<file path="src/rtl/serial_subtractor_pkg.sv">
// Shared definitions for the bit-serial subtractor: FSM states and default width.
package serial_subtractor_pkg;

    localparam int unsigned DEFAULT_WIDTH = 8;

    typedef enum logic [1:0] {
        IDLE,
        SHIFT,
        DONE
    } state_t;

endpackage

</file>
<file path="src/rtl/serial_subtractor_if.sv">
// Request/result bundle between a requester (master) and the serial subtractor (slave).
interface serial_subtractor_if
    import serial_subtractor_pkg::*;
#(
    parameter int unsigned WIDTH = DEFAULT_WIDTH
);

    logic             start;
    logic [WIDTH-1:0] a;
    logic [WIDTH-1:0] b;
    logic             busy;
    logic             done;
    logic [WIDTH-1:0] diff;
    logic             bout;

    modport master (
        output start, a, b,
        input  busy, done, diff, bout
    );

    modport slave (
        input  start, a, b,
        output busy, done, diff, bout
    );

endinterface

</file>
<file path="src/rtl/serial_subtractor_cell.sv">
// One-bit full subtractor: diff = a - b - bin, bout set when the bit underflows.
module full_subtractor_cell (
    input  logic a,
    input  logic b,
    input  logic bin,
    output logic diff,
    output logic bout
);

    assign diff = a ^ b ^ bin;
    assign bout = (~a & b) | (~(a ^ b) & bin);

endmodule

</file>
<file path="src/rtl/serial_subtractor.sv">
// Bit-serial a-b, LSB first, one bit per clock through a single full-subtractor cell.
module serial_subtractor
    import serial_subtractor_pkg::*;
#(
    parameter int unsigned WIDTH = DEFAULT_WIDTH
) (
    input  logic               clk,
    input  logic               rst_n,
    serial_subtractor_if.slave bus
);

    localparam int unsigned CW = $clog2(WIDTH) + 1;
    localparam logic [CW-1:0] LAST = CW'(WIDTH - 1);

    state_t           state;
    state_t           state_nxt;
    logic             load;
    logic             step;
    logic [WIDTH-1:0] a_reg;
    logic [WIDTH-1:0] b_reg;
    logic [WIDTH-1:0] diff_reg;
    logic             borrow;
    logic [CW-1:0]    cnt;
    logic             cell_diff;
    logic             cell_bout;

    full_subtractor_cell u_cell (
        .a    (a_reg[0]),
        .b    (b_reg[0]),
        .bin  (borrow),
        .diff (cell_diff),
        .bout (cell_bout)
    );

    always_ff @(posedge clk or negedge rst_n) begin
        if (!rst_n) begin
            state <= IDLE;
        end else begin
            state <= state_nxt;
        end
    end

    always_comb begin
        state_nxt = state;
        load      = 1'b0;
        step      = 1'b0;
        case (state)
            IDLE: begin
                if (bus.start) begin
                    load      = 1'b1;
                    state_nxt = SHIFT;
                end
            end
            SHIFT: begin
                step = 1'b1;
                if (cnt == LAST) begin
                    state_nxt = DONE;
                end
            end
            DONE:    state_nxt = IDLE;
            default: state_nxt = IDLE;
        endcase
    end

    // Result enters at the MSB so after WIDTH steps bit 0 lands at diff_reg[0].
    always_ff @(posedge clk or negedge rst_n) begin
        if (!rst_n) begin
            a_reg    <= '0;
            b_reg    <= '0;
            diff_reg <= '0;
            borrow   <= 1'b0;
            cnt      <= '0;
        end else if (load) begin
            a_reg  <= bus.a;
            b_reg  <= bus.b;
            borrow <= 1'b0;
            cnt    <= '0;
        end else if (step) begin
            diff_reg <= {cell_diff, diff_reg[WIDTH-1:1]};
            borrow   <= cell_bout;
            a_reg    <= a_reg >> 1;
            b_reg    <= b_reg >> 1;
            cnt      <= cnt + CW'(1);
        end
    end

    assign bus.busy = (state != IDLE);
    assign bus.done = (state == DONE);
    assign bus.diff = diff_reg;
    assign bus.bout = borrow;

endmodule

</file>
<file path="src/flat_wrapper.sv">
// flat-port wrapper written by rule: the top's interface ports become plain ports
module serial_subtractor_flat import serial_subtractor_pkg::*;
#(
    parameter int unsigned WIDTH = DEFAULT_WIDTH
)
  (clk, rst_n, bus_start, bus_a, bus_b, bus_busy, bus_done, bus_diff, bus_bout);
  serial_subtractor_if #(.WIDTH(WIDTH)) bus_i ();
  input  logic clk;
  input  logic rst_n;
  input wire logic [$bits(bus_i.start)-1:0] bus_start;
  input wire logic [$bits(bus_i.a)-1:0] bus_a;
  input wire logic [$bits(bus_i.b)-1:0] bus_b;
  output wire logic [$bits(bus_i.busy)-1:0] bus_busy;
  output wire logic [$bits(bus_i.done)-1:0] bus_done;
  output wire logic [$bits(bus_i.diff)-1:0] bus_diff;
  output wire logic [$bits(bus_i.bout)-1:0] bus_bout;
  assign bus_i.start = bus_start;
  assign bus_i.a = bus_a;
  assign bus_i.b = bus_b;
  assign bus_busy = bus_i.busy;
  assign bus_done = bus_i.done;
  assign bus_diff = bus_i.diff;
  assign bus_bout = bus_i.bout;
  serial_subtractor #(.WIDTH(WIDTH)) u_core (.clk(clk), .rst_n(rst_n), .bus(bus_i));
endmodule
</file>
<file path="config.mk">
export PLATFORM = sky130hd
export DESIGN_NAME = serial_subtractor_flat
export DESIGN_NICKNAME = d
export VERILOG_FILES = /design/src/rtl/serial_subtractor_pkg.sv /design/src/rtl/serial_subtractor_if.sv /design/src/rtl/serial_subtractor_cell.sv /design/src/rtl/serial_subtractor.sv /design/src/flat_wrapper.sv
export SDC_FILE = /design/constraint.sdc
export NUM_CORES = 1
export LEC_CHECK = 0
export CAP_MARGIN = 5
export CORE_MARGIN = 3
export CORE_UTILIZATION = 48
export CTS_CLUSTER_SIZE = 30
export DETAILED_ROUTE_END_ITERATION = 10
export PLACE_DENSITY_LB_ADDON = 0.05
export RECOVER_POWER = 25
export SLEW_MARGIN = 25
export SYNTH_ARGS = -nofsm -noshare
export SYNTH_HDL_FRONTEND = slang
export SYNTH_SLANG_ARGS = --single-unit
</file>
<file path="constraint.sdc">
create_clock -name clk -period 1.5 [get_ports clk]
set_input_delay 0.375 -clock clk [delete_from_list [all_inputs] [get_ports clk]]
set_output_delay 0.375 -clock clk [all_outputs]
set_load 0.03 [all_outputs]
</file>
; ---- Yosys cells after proc, flatten, opt, wreduce, memory -nomap -nowiden
; Cells that the tools add are included.
; W data, S select, Z words.
[word_totals]
out_inout_bits = 11
inputBits = 19
ff_bits = 31
[classes]
n_mux = 14
add_sub_neg = 1
n_eq_ne = 5
n_reduce_logical = 5
bitwise_logic = 8
[ops]
columns = op, n
row1 = $mux W8, 4
row2 = $mux W4, 2
row3 = $mux W1, 5
row4 = $add A4 B1 Y4 const B, 1
row5 = $eq A4 B3 Y1 const B, 1
row6 = $mux W2, 2
row7 = $pmux W2 S2, 1
row8 = $reduce_and A2 Y1, 2
row9 = $reduce_bool A2 Y1, 2
row10 = $not A1 Y1, 3
row11 = $and A1 B1 Y1, 2
row12 = $eq A2 B1 Y1 const B, 1
row13 = $eq A2 B2 Y1 const B, 1
row14 = $logic_not A2 Y1, 1
row15 = $ne A2 B1 Y1 const B, 1
row16 = $ne A2 B2 Y1 const B, 1
row17 = $xor A1 B1 Y1, 2
row18 = $or A1 B1 Y1, 1

; ---- Depth between registers and ports, before layout
; Gate-level depths: netlist of run 1.
[logic_depth]
ltp_word = 6
mapped_depth = 5
depth_no_buf = 4

; ---- Hierarchy
; Synthesis of run 1 repeated with hierarchy kept, for this count alone.
[hier_totals]
cells_unflattened = 139
area_unflattened_um2 = 1330.0
[by_module_without_submodules]
columns = module, area_per_inst_um2, cells_per_inst, n_inst, seq_area_each_um2
row1 = serial_subtractor, 1298.7, 135, 1, 775.7
row2 = full_subtractor_cell, 31.3, 4, 1, 0.0

; ---- Worst setup path after synthesis of run 1
; OpenSTA, ideal clock, no wires.
[synth_timing]
kind = flip-flop to output port
startpoint = register u_core.state[1]
endpoint = output port bus_done
arrival_ns = 0.873
required_ns = 1.125
path_stages_with_launch = 2
slack_ns = 0.252
path_cell_list = dfrtp_1 nor2b_1
[synth_between]
elab_chain_len = 1
[synth_rtl]
columns = item, line_no
row1 = start: declaration, serial_subtractor.sv:15  ; state_t state;
row2 = start signal: assignment, serial_subtractor.sv:39  ; state <= state_nxt;
row3 = $eq A2 B2 Y1, serial_subtractor.sv:88  ; assign bus.done = (state == DONE);
row4 = end: declaration, flat_wrapper.sv:14  ; output wire logic [$bits(bus_i.done)-1:0] bus_done;
; Every way passes these cells.

; ---- Worst setup path in the final report of run 1
[layout_timing]
startpoint = register u_core.state[0]
endpoint = output port bus_busy
[layout_between]
elab_chain_len = 1
[layout_rtl]
columns = item, line_no
row1 = $reduce_bool A2 Y1, serial_subtractor.sv:87  ; assign bus.busy = (state != IDLE);
row2 = end: declaration, flat_wrapper.sv:13  ; output wire logic [$bits(bus_i.busy)-1:0] bus_busy;
; Every way passes these cells.

==> metrics.txt, run 1 <==
Post-CTS Hold Fix Bufs=0; post-synthesis sequential area ratio=58.9%; worst hold path depth=2; # diodes=0; global-route wire length before repair=4.41 mm; TritonCTS clock tree=done; R2R cell count=6; Max-Cap Viols=0; Lkg Pwr=0.881 nW; Routed WL per cell=12.3 um; clock skew=4.37 ps; HPWL after DPL=1.73 mm; CTS max path bufs=2; drt via density=5.19; GP Congestion=0.700; crit end category=output port; most common cell after layout, fill and taps aside=nand2_1; clk sink count=31; drt total wl=2.53 mm; total global-route track usage=17.3%; antenna violations before repair=0; Seq cells post-synth=31; critical path type=reg -> out; via count=1064; number of buffers inserted by port buffering=29; die area=3410 um^2; status=finished clean; DRC errors left=0; drt pass-1 iters=4; critical path fanouts, max=2; final net count=195; max-slew violations=0; CP startpoint kind=flip-flop; flop2flop setup slack=120 ps; Post-Layout Inst Area=1770 um^2; CTS clock-pin slew for the worst setup and hold paths=90 ps; YS warnings=0; root cell of the clock tree=clkbuf_4; Hold Violations, Final=0; GRT overflow=0; post-synthesis cell type count=21; worst hold path class=reg -> reg; placed cell area=1690 um^2; Area Growth Syn to Fin=34.5%; WHS Endpoint=u_core.b_reg[6]; Chip Width=58.4 um; Power per Cell Area=2040 nW/um^2; Final Util=69.6%; die height=58.4 um; antenna-violating nets left=0; Syn Nets=157; Slew HR=50.1%; # setup viols final=0; Worst R2R End=u_core.a_reg[0]; H-Tree Depth=2; Max Fclk=669 MHz; fill count=208; vias in the first global route=1028; core region area=2540 um^2; Tcrit/Tclk final=99.7%; row count=18; Detailed Route Iter0 Violations=30; Slew @ Worst Pin=748 ps; post-synthesis cell area=1320 um^2; hold path start=u_core.b_reg[6]; largest net degree at the start of global routing=32; commonest non-fill, non-tap cells in the layout=nand2_1, dfrtp_1, clkdlybuf4s50_1, a22oi_1, clkbuf_2; RSZ-0062 raised after global routing=yes; IO Count=30; layout cells sized above 1=18.3%; syn avg cell area=9.68 um^2; Reg-to-Reg Start=u_core.state[0]; WP data required=1120 ps; CTS Buf Count=5; Peak VDD IR=1.37 mV; Starting Density=51.7%; Final Critical Period=1500 ps; Mapped Cells=136; crit path DAT=1120 ps; Clk Latency, worst-skew pair=330 ps
## metal layers
layer	global-route usage, %	wire length, um	vias to the layer above
met2	27.9	1230	27
met4	6.95	46	0
met5	0	0	-
li1	-	-	523
met1	21.1	1080	507
met3	6.14	170	7
## critical path: stages (launching register included)
cell and delay (ps):
dfrtp_1 410, or2_4 250, buf_6 130
## layout make-up
type,count,area [um^2],share of cell area [%]
Clock buffer,6,51.3,2.90
Clock inverter,2,35.0,1.98
Inverter,1,3.75,0.212
Multi-Input combinational cell,97,512,28.9
Sequential cell,31,776,43.8
Tap cell,30,37.5,2.12
Timing Repair Buffer,38,355,20.1
## repair_timing
action / 4_1_cts / 5_1_grt
setup buffers: 3 / 1
setup endpoints to repair: 11 / 28
gates resized for setup: 20 / 21
pin swaps: 0 / 0
## synth_stat cells
| cell | instances | area (um^2) |
|---|---|---|
| nor3_1 | 1 | 5.00 |
| inv_1 | 1 | 3.75 |
| nor2_1 | 1 | 3.75 |
| mux2i_1 | 1 | 10.0 |
| o21ai_1 | 2 | 10.0 |
| ha_1 | 1 | 12.5 |
| nor2b_1 | 2 | 12.5 |
| dfrtp_1 | 31 | 776 |
| nand2_1 | 60 | 225 |
| buf_2 | 5 | 25.0 |
| nor3b_2 | 1 | 12.5 |
| fa_1 | 1 | 20.0 |
| o21bai_1 | 1 | 7.51 |
| buf_4 | 2 | 15.0 |
| nand2b_1 | 3 | 18.8 |
| a22oi_1 | 14 | 105 |
| nand3b_1 | 1 | 7.51 |
| xor2_1 | 1 | 8.76 |
| nand4_1 | 1 | 6.26 |
| or2_2 | 1 | 6.26 |
| o21ai_0 | 5 | 25.0 |
## per-stage QoR
stage / setup slack (ps) / hold slack, ps / setup TNS (ps) / power, mW / std cells
detailed placement: -106 / 463 / -194 / 2.99 / 195
global placement: -95.5 / 457 / -126 / 2.93 / 195
global route: -33.4 / 518 / -50.1 / 3.88 / 205
CTS: -167 / 391 / -271 / 3.66 / 205
finish: 4.25 / 488 / 0 / 3.61 / 205
floorplan: 252 / 79.4 / 0 / 2.38 / 136
## cell families (layout without fill, tap and decap cells)
kind of cell    Yosys count  count (layout)  synth area share [%]
flops                    31              31                  58.9
fa+ha+maj                 2               2                  2.47
mux                       1               1                 0.760
xor+xnor                  1               1                 0.666
buf+inv                   8              47                  3.33
compound gates           22              22                  11.2
simple gates             71              71                  22.6
## report_power, final
group / switching (mW) / total, mW / internal (mW) / leakage (nW)
Combinational: 0.887 / 1.52 / 0.630 / 0.436
Clock: 0.290 / 0.684 / 0.394 / 0.0482
Sequential: 0.225 / 1.41 / 1.19 / 0.396
Total: 1.40 / 3.61 / 2.21 / 0.881
## worst max-delay path by stage
stage / from / slack (ps) / cells after the start / endpoint
5_1_grt: u_core.state[0] / -30 / 2 / bus_busy
2_1_floorplan: u_core.state[1] / 250 / 1 / bus_done
6_report: u_core.state[0] / 4 / 2 / bus_busy
3_3_place_gp: u_core.state[0] / -100 / 2 / bus_busy
4_1_cts: u_core.state[0] / -170 / 2 / bus_busy
3_5_place_dp: u_core.state[0] / -110 / 2 / bus_busy
(Power assumes the default switching activity.)
==> run 2, diff against run 1 <==
HOLD_SLACK_MARGIN = 0.02   (was not set)
==> results of run 2 <==
Final layout, timing and power as in run 1 (identical DEF).
